[src/rtl/store_bank_scheduler.sv]
`default_nettype none
// ============================================================================
//  Module      : store_bank_scheduler
//  Description : Buffers store requests in a small FIFO and issues every
//                lane's word to its memory bank. When several lanes target
//                the same bank, they are written over consecutive cycles in
//                lane order. Scalar sb/sh/sw stores (lane 0) get byte
//                enables and byte-shifted write data.
//  Revision    : 1.0 - initial release
// ============================================================================
module store_bank_scheduler #(
    parameter int NUM_BANKS  = 4,
    parameter int NUM_LANES  = 4,
    parameter int ADDR_W     = 12,
    parameter int FIFO_DEPTH = 4
) (
    input  logic                                             clk,
    input  logic                                             nrst,
    input  logic                                             req_valid,
    output logic                                             req_ready,
    input  logic                                             req_vector,
    input  logic [1:0]                                       req_size,
    input  logic [1:0]                                       req_boff,
    input  logic [NUM_LANES-1:0]                             req_mask,
    input  logic [NUM_LANES*ADDR_W-1:0]                      req_addr,
    input  logic [NUM_LANES*32-1:0]                          req_data,
    output logic [NUM_BANKS*4-1:0]                           bank_we,
    output logic [NUM_BANKS*(ADDR_W-$clog2(NUM_BANKS))-1:0]  bank_addr,
    output logic [NUM_BANKS*32-1:0]                          bank_wdata,
    output logic                                             busy,
    output logic                                             done
);

    localparam int BANK_W = $clog2(NUM_BANKS);
    localparam int ROW_W  = ADDR_W - BANK_W;
    localparam int PTR_W  = $clog2(FIFO_DEPTH);

    localparam logic [PTR_W:0]     PTR_ONE = (PTR_W+1)'(1);
    localparam logic [NUM_LANES-1:0] LANE0 = NUM_LANES'(1);

    typedef struct packed {
        logic                        vector;
        logic [1:0]                  size;
        logic [1:0]                  boff;
        logic [NUM_LANES-1:0]        mask;
        logic [NUM_LANES*ADDR_W-1:0] addr;
        logic [NUM_LANES*32-1:0]     data;
    } req_t;

    typedef enum logic [0:0] {
        S_IDLE  = 1'b0,
        S_ISSUE = 1'b1
    } state_t;

    // Queue storage and pointers; the extra pointer MSB separates full from empty
    req_t           fifo_mem [FIFO_DEPTH];
    logic [PTR_W:0] wr_ptr_q, wr_ptr_d;
    logic [PTR_W:0] rd_ptr_q, rd_ptr_d;

    // Dispatcher state and the request currently being issued
    state_t               state_q, state_d;
    req_t                 work_q, work_d;
    logic [NUM_LANES-1:0] pending_q, pending_d;

    // Registered bank-side outputs
    logic [NUM_BANKS*4-1:0]     we_q, we_d;
    logic [NUM_BANKS*ROW_W-1:0] addr_q, addr_d;
    logic [NUM_BANKS*32-1:0]    wdata_q, wdata_d;
    logic                       done_q, done_d;

    logic                 full_w;
    logic                 empty_w;
    logic                 push_w;
    logic                 pop_w;
    req_t                 push_entry_w;
    logic [NUM_LANES-1:0] grant_w;
    logic [NUM_LANES-1:0] remaining_w;
    logic [BANK_W-1:0]    lane_bank_w [NUM_LANES];
    logic [ROW_W-1:0]     lane_row_w  [NUM_LANES];
    logic [3:0]           scalar_be_w;
    logic [31:0]          scalar_data_w;

    assign full_w  = (wr_ptr_q[PTR_W] != rd_ptr_q[PTR_W]) &&
                     (wr_ptr_q[PTR_W-1:0] == rd_ptr_q[PTR_W-1:0]);
    assign empty_w = (wr_ptr_q == rd_ptr_q);
    assign push_w  = req_valid && !full_w;

    assign push_entry_w = '{vector: req_vector, size: req_size, boff: req_boff,
                            mask: req_mask, addr: req_addr, data: req_data};

    // Split each lane's word address into bank select and row
    for (genvar gl = 0; gl < NUM_LANES; gl++) begin : g_lane_split
        assign lane_bank_w[gl] = work_q.addr[gl*ADDR_W +: BANK_W];
        assign lane_row_w[gl]  = work_q.addr[gl*ADDR_W+BANK_W +: ROW_W];
    end

    // Scalar byte enables and aligned data; unsupported size/offset writes nothing
    always_comb begin
        scalar_be_w   = 4'b0000;
        scalar_data_w = work_q.data[31:0];
        case (work_q.size)
            2'd0: begin
                scalar_be_w   = 4'b0001 << work_q.boff;
                scalar_data_w = {24'd0, work_q.data[7:0]} << {work_q.boff, 3'b000};
            end
            2'd1: begin
                if (!work_q.boff[0]) begin
                    scalar_be_w = 4'b0011 << work_q.boff;
                end
                scalar_data_w = {16'd0, work_q.data[15:0]} << {work_q.boff, 3'b000};
            end
            2'd2: begin
                if (work_q.boff == 2'd0) begin
                    scalar_be_w = 4'b1111;
                end
            end
            default: scalar_be_w = 4'b0000;
        endcase
    end

    // Each bank grants the lowest-index pending lane that maps onto it
    always_comb begin
        grant_w = '0;
        if (state_q == S_ISSUE) begin
            for (int l = 0; l < NUM_LANES; l++) begin
                grant_w[l] = pending_q[l];
                for (int j = 0; j < l; j++) begin
                    if (pending_q[j] && (lane_bank_w[j] == lane_bank_w[l])) begin
                        grant_w[l] = 1'b0;
                    end
                end
            end
        end
    end

    // Next-state: bank outputs for this cycle's grants, dispatcher and FIFO pointers
    always_comb begin
        state_d     = state_q;
        work_d      = work_q;
        pending_d   = pending_q;
        we_d        = '0;
        addr_d      = addr_q;
        wdata_d     = wdata_q;
        done_d      = 1'b0;
        pop_w       = 1'b0;
        wr_ptr_d    = push_w ? (wr_ptr_q + PTR_ONE) : wr_ptr_q;
        rd_ptr_d    = rd_ptr_q;
        remaining_w = pending_q & ~grant_w;

        for (int l = 0; l < NUM_LANES; l++) begin
            if (grant_w[l]) begin
                we_d[lane_bank_w[l]*4 +: 4]          = work_q.vector ? 4'b1111 : scalar_be_w;
                addr_d[lane_bank_w[l]*ROW_W +: ROW_W] = lane_row_w[l];
                wdata_d[lane_bank_w[l]*32 +: 32]     = work_q.vector ? work_q.data[l*32 +: 32]
                                                                     : scalar_data_w;
            end
        end

        case (state_q)
            S_IDLE: begin
                if (!empty_w) begin
                    pop_w   = 1'b1;
                    state_d = S_ISSUE;
                end
            end
            S_ISSUE: begin
                pending_d = remaining_w;
                if (remaining_w == '0) begin
                    done_d = 1'b1;
                    if (!empty_w) begin
                        pop_w = 1'b1;
                    end else begin
                        state_d = S_IDLE;
                    end
                end
            end
            default: state_d = S_IDLE;
        endcase

        // A popped request starts with all its enabled lanes pending
        if (pop_w) begin
            work_d    = fifo_mem[rd_ptr_q[PTR_W-1:0]];
            pending_d = work_d.vector ? work_d.mask : LANE0;
            rd_ptr_d  = rd_ptr_q + PTR_ONE;
        end
    end

    // FIFO payload; validity is carried entirely by the reset pointers
    always_ff @(posedge clk) begin
        if (push_w) begin
            fifo_mem[wr_ptr_q[PTR_W-1:0]] <= push_entry_w;
        end
    end

    // State registers; reset discards queued and in-flight requests
    always_ff @(posedge clk or negedge nrst) begin
        if (!nrst) begin
            wr_ptr_q  <= '0;
            rd_ptr_q  <= '0;
            state_q   <= S_IDLE;
            work_q    <= '0;
            pending_q <= '0;
            we_q      <= '0;
            addr_q    <= '0;
            wdata_q   <= '0;
            done_q    <= 1'b0;
        end else begin
            wr_ptr_q  <= wr_ptr_d;
            rd_ptr_q  <= rd_ptr_d;
            state_q   <= state_d;
            work_q    <= work_d;
            pending_q <= pending_d;
            we_q      <= we_d;
            addr_q    <= addr_d;
            wdata_q   <= wdata_d;
            done_q    <= done_d;
        end
    end

    assign req_ready  = !full_w;
    assign busy       = !empty_w || (state_q != S_IDLE);
    assign bank_we    = we_q;
    assign bank_addr  = addr_q;
    assign bank_wdata = wdata_q;
    assign done       = done_q;

endmodule
`default_nettype wire
[config.mk]
export PLATFORM = sky130hd
export DESIGN_NAME = store_bank_scheduler
export DESIGN_NICKNAME = d
export VERILOG_FILES = /design/src/rtl/store_bank_scheduler.sv
export SDC_FILE = /design/constraint.sdc
export NUM_CORES = 2
export LEC_CHECK = 0
export BUFFER_PORTS_ARGS = -buffer_cell sky130_fd_sc_hd__buf_2
export CORE_UTILIZATION = 55
export CTS_CLUSTER_SIZE = 24
export DETAILED_ROUTE_END_ITERATION = 7
export PLACE_DENSITY = 0.81
export SYNTH_ARGS = -nofsm -noshare
export SYNTH_HDL_FRONTEND = slang
export SYNTH_SLANG_ARGS = --single-unit
[constraint.sdc]
create_clock -name clk -period 13.35 [get_ports clk]
set_input_delay 3.3375 -clock clk [delete_from_list [all_inputs] [get_ports clk]]
set_output_delay 3.3375 -clock clk [all_outputs]
set_load 0.02 [all_outputs]
* Yosys cells after proc, flatten, opt, wreduce, memory -nomap -nowiden
Memory sizes are Yosys's and may differ from the RTL's.
Cells that the tools add are included.
** Operators by class
- $mul :: 4
- Muxes and demuxes :: 51
- Eq/ne operators :: 11
- Reduce and logical (&&, ||, !) cells :: 15
- Bitwise gates (word level) :: 4
- Shift-type cells :: 28
- $add $sub $neg :: 14
** Operators by type and width (number)
- bitwise mux 128 bit :: 4
- 2-to-1 mux 128 bit :: 4
- variable shift 32 x 34 -> 128 bit (first input constant) :: 4
- indexed part select 32 x 34 -> 128 bit :: 4
- bitwise mux 40 bit :: 4
- 2-to-1 mux 40 bit :: 4
- variable shift 10 x 34 -> 40 bit (first input constant) :: 4
- indexed part select 10 x 34 -> 40 bit :: 4
- negator 4 -> 34 bit :: 4
- negator 6 -> 34 bit :: 4
- negator 7 -> 34 bit :: 4
- variable shift 4 x 34 -> 16 bit (first input constant) :: 4
- indexed part select 4 x 34 -> 16 bit :: 4
- 2-to-1 mux 32 bit :: 4
- 2-to-1 mux 16 bit :: 4
- one-hot mux 32 bit (2 select lines) :: 1
- bitwise mux 16 bit :: 3
- left shift 16 x 5 -> 32 bit :: 1
- left shift 8 x 5 -> 32 bit :: 1
- 2-to-1 mux 4 bit :: 7
- multiplier 2 x 3 -> 5 bit (second input constant) :: 4
- AND 16 bit :: 1
- equality test 2 bit :: 7
- 2-to-1 mux 1 bit :: 13
- other kinds (18) :: 29
** Word-level totals
- Register bits after elaboration :: 377
- Logic and storage cells :: 141
- Memories :: 1
- Bits in writable memories :: 740
** Memory list
- fifo_mem :: words 4, width 185, read ports 1, clocked after memory_dff 0, wr ports 1, line 56 : req_t fifo_mem [FIFO_DEPTH];

* Depth between registers and ports, before layout
- Word-level depth :: 13
- Mapped depth :: 14
- Gate-level depth less buffers :: 8

* Least setup slack after synthesis
Ideal clock, no wire load.
- Path type :: input to register
- Start point :: input req_valid
- End point :: memory fifo_mem[3][0] in the netlist's numbering (enable)
- Stages on the path :: 1
- Buffers on the path :: 0
- Setup slack :: 5131 ps
- Arrival :: 7648 ps
- Setup time :: 571 ps
- Data required time :: 12779 ps
- Cell sequence :: and3_1
** Between the ends
- Cells in the longest elaborated chain, start to end :: 3
** RTL lines
- from (decl) :: line 19 : input logic req_valid,
- logical AND 1 bit :: line 86 : assign push_w = req_valid && !full_w;
- 2-to-1 mux 1 bit :: line 190 : if (push_w) begin
- 2-to-1 mux 1 bit (implied by the code) :: line 191 : fifo_mem[wr_ptr_q[PTR_W-1:0]] <= push_entry_w;
- to (decl) :: line 56
Every way passes these cells.

* Worst setup path in the final report
- Start point :: register rd_ptr_q[0]
- End point :: output busy
** Between the ends
- Cells in the longest elaborated chain, start to end :: 3
** RTL lines
- from (decl) :: line 58 : logic [PTR_W:0] rd_ptr_q, rd_ptr_d;
- from (signal assigned) :: line 209 : rd_ptr_q <= rd_ptr_d;
- equality test 3 bit :: line 85 : assign empty_w = (wr_ptr_q == rd_ptr_q);
- zero test 1 bit :: line 221 : assign busy = !empty_w || (state_q != S_IDLE);
- logical OR 1 bit :: line 221
- to (decl) :: line 30 : output logic busy,
Every way passes these cells.

==> reports/qor.yml <==
power_and_ir_drop:
  p_int_w: 0.009337
  clock_power_share_pct: 18.8
  p_leak_nw: 21.14
  peakVddDrop_v: 0.0002431
  power_switching_w: 0.007116
  switching_share_pct: 43.25
  p_comb_share_pct: 45.5
  sequentialPowerShare_pct: 35.7
  powerDensity_nw_per_um2: 290.9
sta:
  finClkSkew_ns: 0.04343
  timing.setup.tns_ns: 0
  fin_crit_sh_pct: 43.72
  grt_setup_unrepaired: "no"
  maxSlewHeadroom_pct: 11.98
  hold_viol_final: 0
  tightestPinTransition_ns: 1.320
  drv_slew: 0
  max_freq_mhz: 171.3
  setup_viol: 0
  final_period_minus_worst_setup_slack_ns: 5.837
  setup_slack_ns: 7.513
  holdWs_ns: 0.5014
worst_setup_path:
  cp.required_ns: 10.01
  critical_path.cell_chain: "xnor2_1 > nand3b_1 > nor2_1 > inv_1 > buf_2"
  cp_top_family: "flip-flops"
  critPathMaxStageDelay_ns: 0.79
  worst-endpoint-arrival_ns: 2.50
  end_kind: "output port"
  cp-start-kind: "register"
  cpMaxStageDelayCell: "dfrtp_4"
  critPathKind: "reg2out"
  path_buf_inv: 2
  crit_fanout: 29
yosys:
  synth_top_family_by_area: "multiplexers"
  synthSimpleGateAreaFrac_pct: 7.156
  synthAdderAreaFrac_pct: 0.6236
  synth_enable_flop_cells: 740
  ys_ff_latch: 1117
  synthMuxAreaShare_pct: 13.57
  synth_top_area_share_pct: 44.30
  synth_area_per_cell_um2: 14.21
  synthXorXnorAreaFrac_pct: 0.3991
  yosys.area.top_type: "edfxtp_1"
  syn_area_um2: 50160
  syn_inst: 3530
  syn_nets: 3743
  synth_compound_area_share_pct: 12.15
  synth-warning-count: 0
  ys.flop_type: "edfxtp_1"
  synth_area_leaders: "edfxtp_1 (44%), dfrtp_1 (19%), mux4_2 (8.3%), mux2_2 (4.1%), a21oi_1 (1.9%)"
  async_reset_ff_share_pct: 33.75
  yosysUniqueCellTypes: 94
  ys_seq_area_share_pct: 63.11
floorplanning:
  die_y_um: 304.0
  floorplan.initialDensity_pct: 55.64
  chipWidth_um: 304.0
  ios: 375
  die_area_um2: 92410
  rows: 110
  core_um2: 90150
route:
  vias: 35730
  via_per_inst: 7.019
  first_iter_violations: 5577
  wl_per_cell_um: 32.85
  drc: 0
  first_pass_iters: 7
  routed_wirelength_mm: 167.2
  postRouteAntennaNets: 0
clock_tree:
  numCtsBuffers: 109
  cts_root_buf: "clkbuf_16"
  cts_buffer_depth: 3
  post_cts_buffers: 0
  htreeDepth: 3
  cts_tree: "yes"
  cts_num_sinks: 1117
  ctsHoldBuffers: 0
  cts_resized: 0
  clkSlewWorstSetupHoldPaths_ns: 0.06
  clock_latency_ns: 0.74
worst_hold_path:
  hold_class: "reg2reg"
placement:
  gp_congestion: 1.016
  port_buffers: 374
  hpwlAfterDp_mm: 113.8
  dp_cells: 4874
  place_ws_ns: 7.411
layout:
  final_cells: 5090
  final_cell_mix: "edfxtp_1 (740), dfrtp_1 (374), buf_2 (373), nand2_1 (222), a21oi_1 (193)"
  fin_util_pct: 62.74
  drive_gt1_share_pct: 26.50
  area_growth_syn_to_layout_pct: 12.75
  fin_nets: 4022
  final_common_cell: "edfxtp_1"
global_route:
  overflow: 0
  antenna_found_initial: 12
  grtUsageTotal_pct: 35.81
  grt_max_degree: 102
  first_global_vias: 34410
  grt_pass1_wl_mm: 240.7
flow_run:
  cap_violations: 0
run_status:
  status: "completed"
-- power groups by stage --
stage               sequential [W]  combinational (W)  clock (W)
floorplan                  0.00559            0.00500          0
global route               0.00590            0.00783    0.00325
detailed placement         0.00585            0.00721          0
CTS                        0.00580            0.00730    0.00312
finish                     0.00588            0.00748    0.00310
global placement           0.00579            0.00713          0
-- cells by family (layout without fill, tap and decap cells) --
family                   after synthesis  in the layout
flip-flops                          1117           1117
AO/OA/AOI/OAI                        877            877
AND/OR/NAND/NOR                      717            717
multiplexers                         425            425
buffers and inverters                347            722
adder cells (fa/ha/maj)               25             25
XOR/XNOR                              22             22
other                                  0              9
-- path summary, 6_finish.rpt --
| check | from | endpoint | slack (ns) | depth (start not counted) |
|---|---|---|---|---|
| worst max-delay path | rd_ptr_q[0]$_DFFE_PN0P_ | busy | 7.51 | 5 |
| max in group asynchronous | nrst | bank_wdata[122]$_DFF_PN0_ | 8.19 | 3 |
| worst max register to register | lane_bank_w[6]$_DFFE_PN0P_ | bank_wdata[13]$_DFF_PN0_ | 8.68 | 9 |
| min in group asynchronous | nrst | lane_row_w[25]$_DFFE_PN0P_ | 2.69 | 1 |
| worst min register to register | rd_ptr_q[2]$_DFFE_PN0P_ | rd_ptr_q[2]$_DFFE_PN0P_ | 0.50 | 1 |
| worst min-delay path | rd_ptr_q[2]$_DFFE_PN0P_ | rd_ptr_q[2]$_DFFE_PN0P_ | 0.50 | 1 |
-- registers in the layout, summed over array words and instances (netlist names), 4 cells and up --
name,count
lane_bank_w,8
lane_row_w,40
work_q,133
bank_addr,40
bank_wdata,128
fifo_mem,740
bank_we,16
pending_q,4
-- stage by stage --
stage	total power (W)	area (um2)
global placement	0.01292	52950
floorplan	0.01060	50160
CTS	0.01621	56530
finish	0.01645	56560
detailed placement	0.01305	52950
global route	0.01698	56530
-- Yosys cell counts, drive strengths merged, types with 66 or more instances --
cell type,n
edfxtp,740
dfrtp,377
nand2,224
a21oi,194
mux2,192
mux4,185
clkbuf,170
o21ai,154
nor2,152
buf,109
a22oi,77
nand3,74
inv,66
-- routing by layer --
layer / GRT usage (%) / share of wire, % / wire [um] / up-vias
li1: - / - / - / 14550
met1: 47.45 / 36 / 60660 / 17950
met2: 54.07 / 45 / 74980 / 2691
met3: 11.42 / 13 / 22010 / 527
met4: 16.72 / 5.7 / 9490 / 12
met5: 0 / 0.041 / 69 / -
-- cell type report --
cell class | count | area, um2
fillers | 6521 | 33590
flip-flops and latches | 1117 | 31670
clock buffers | 148 | 2987
clock inverters | 59 | 596.8
diodes | 9 | 22.52
multi-input cells | 2066 | 17130
inverters | 68 | 255.2
repair buffers | 447 | 2430
well taps | 1176 | 1471
No activity file was read; power rests on OpenSTA's default activity.
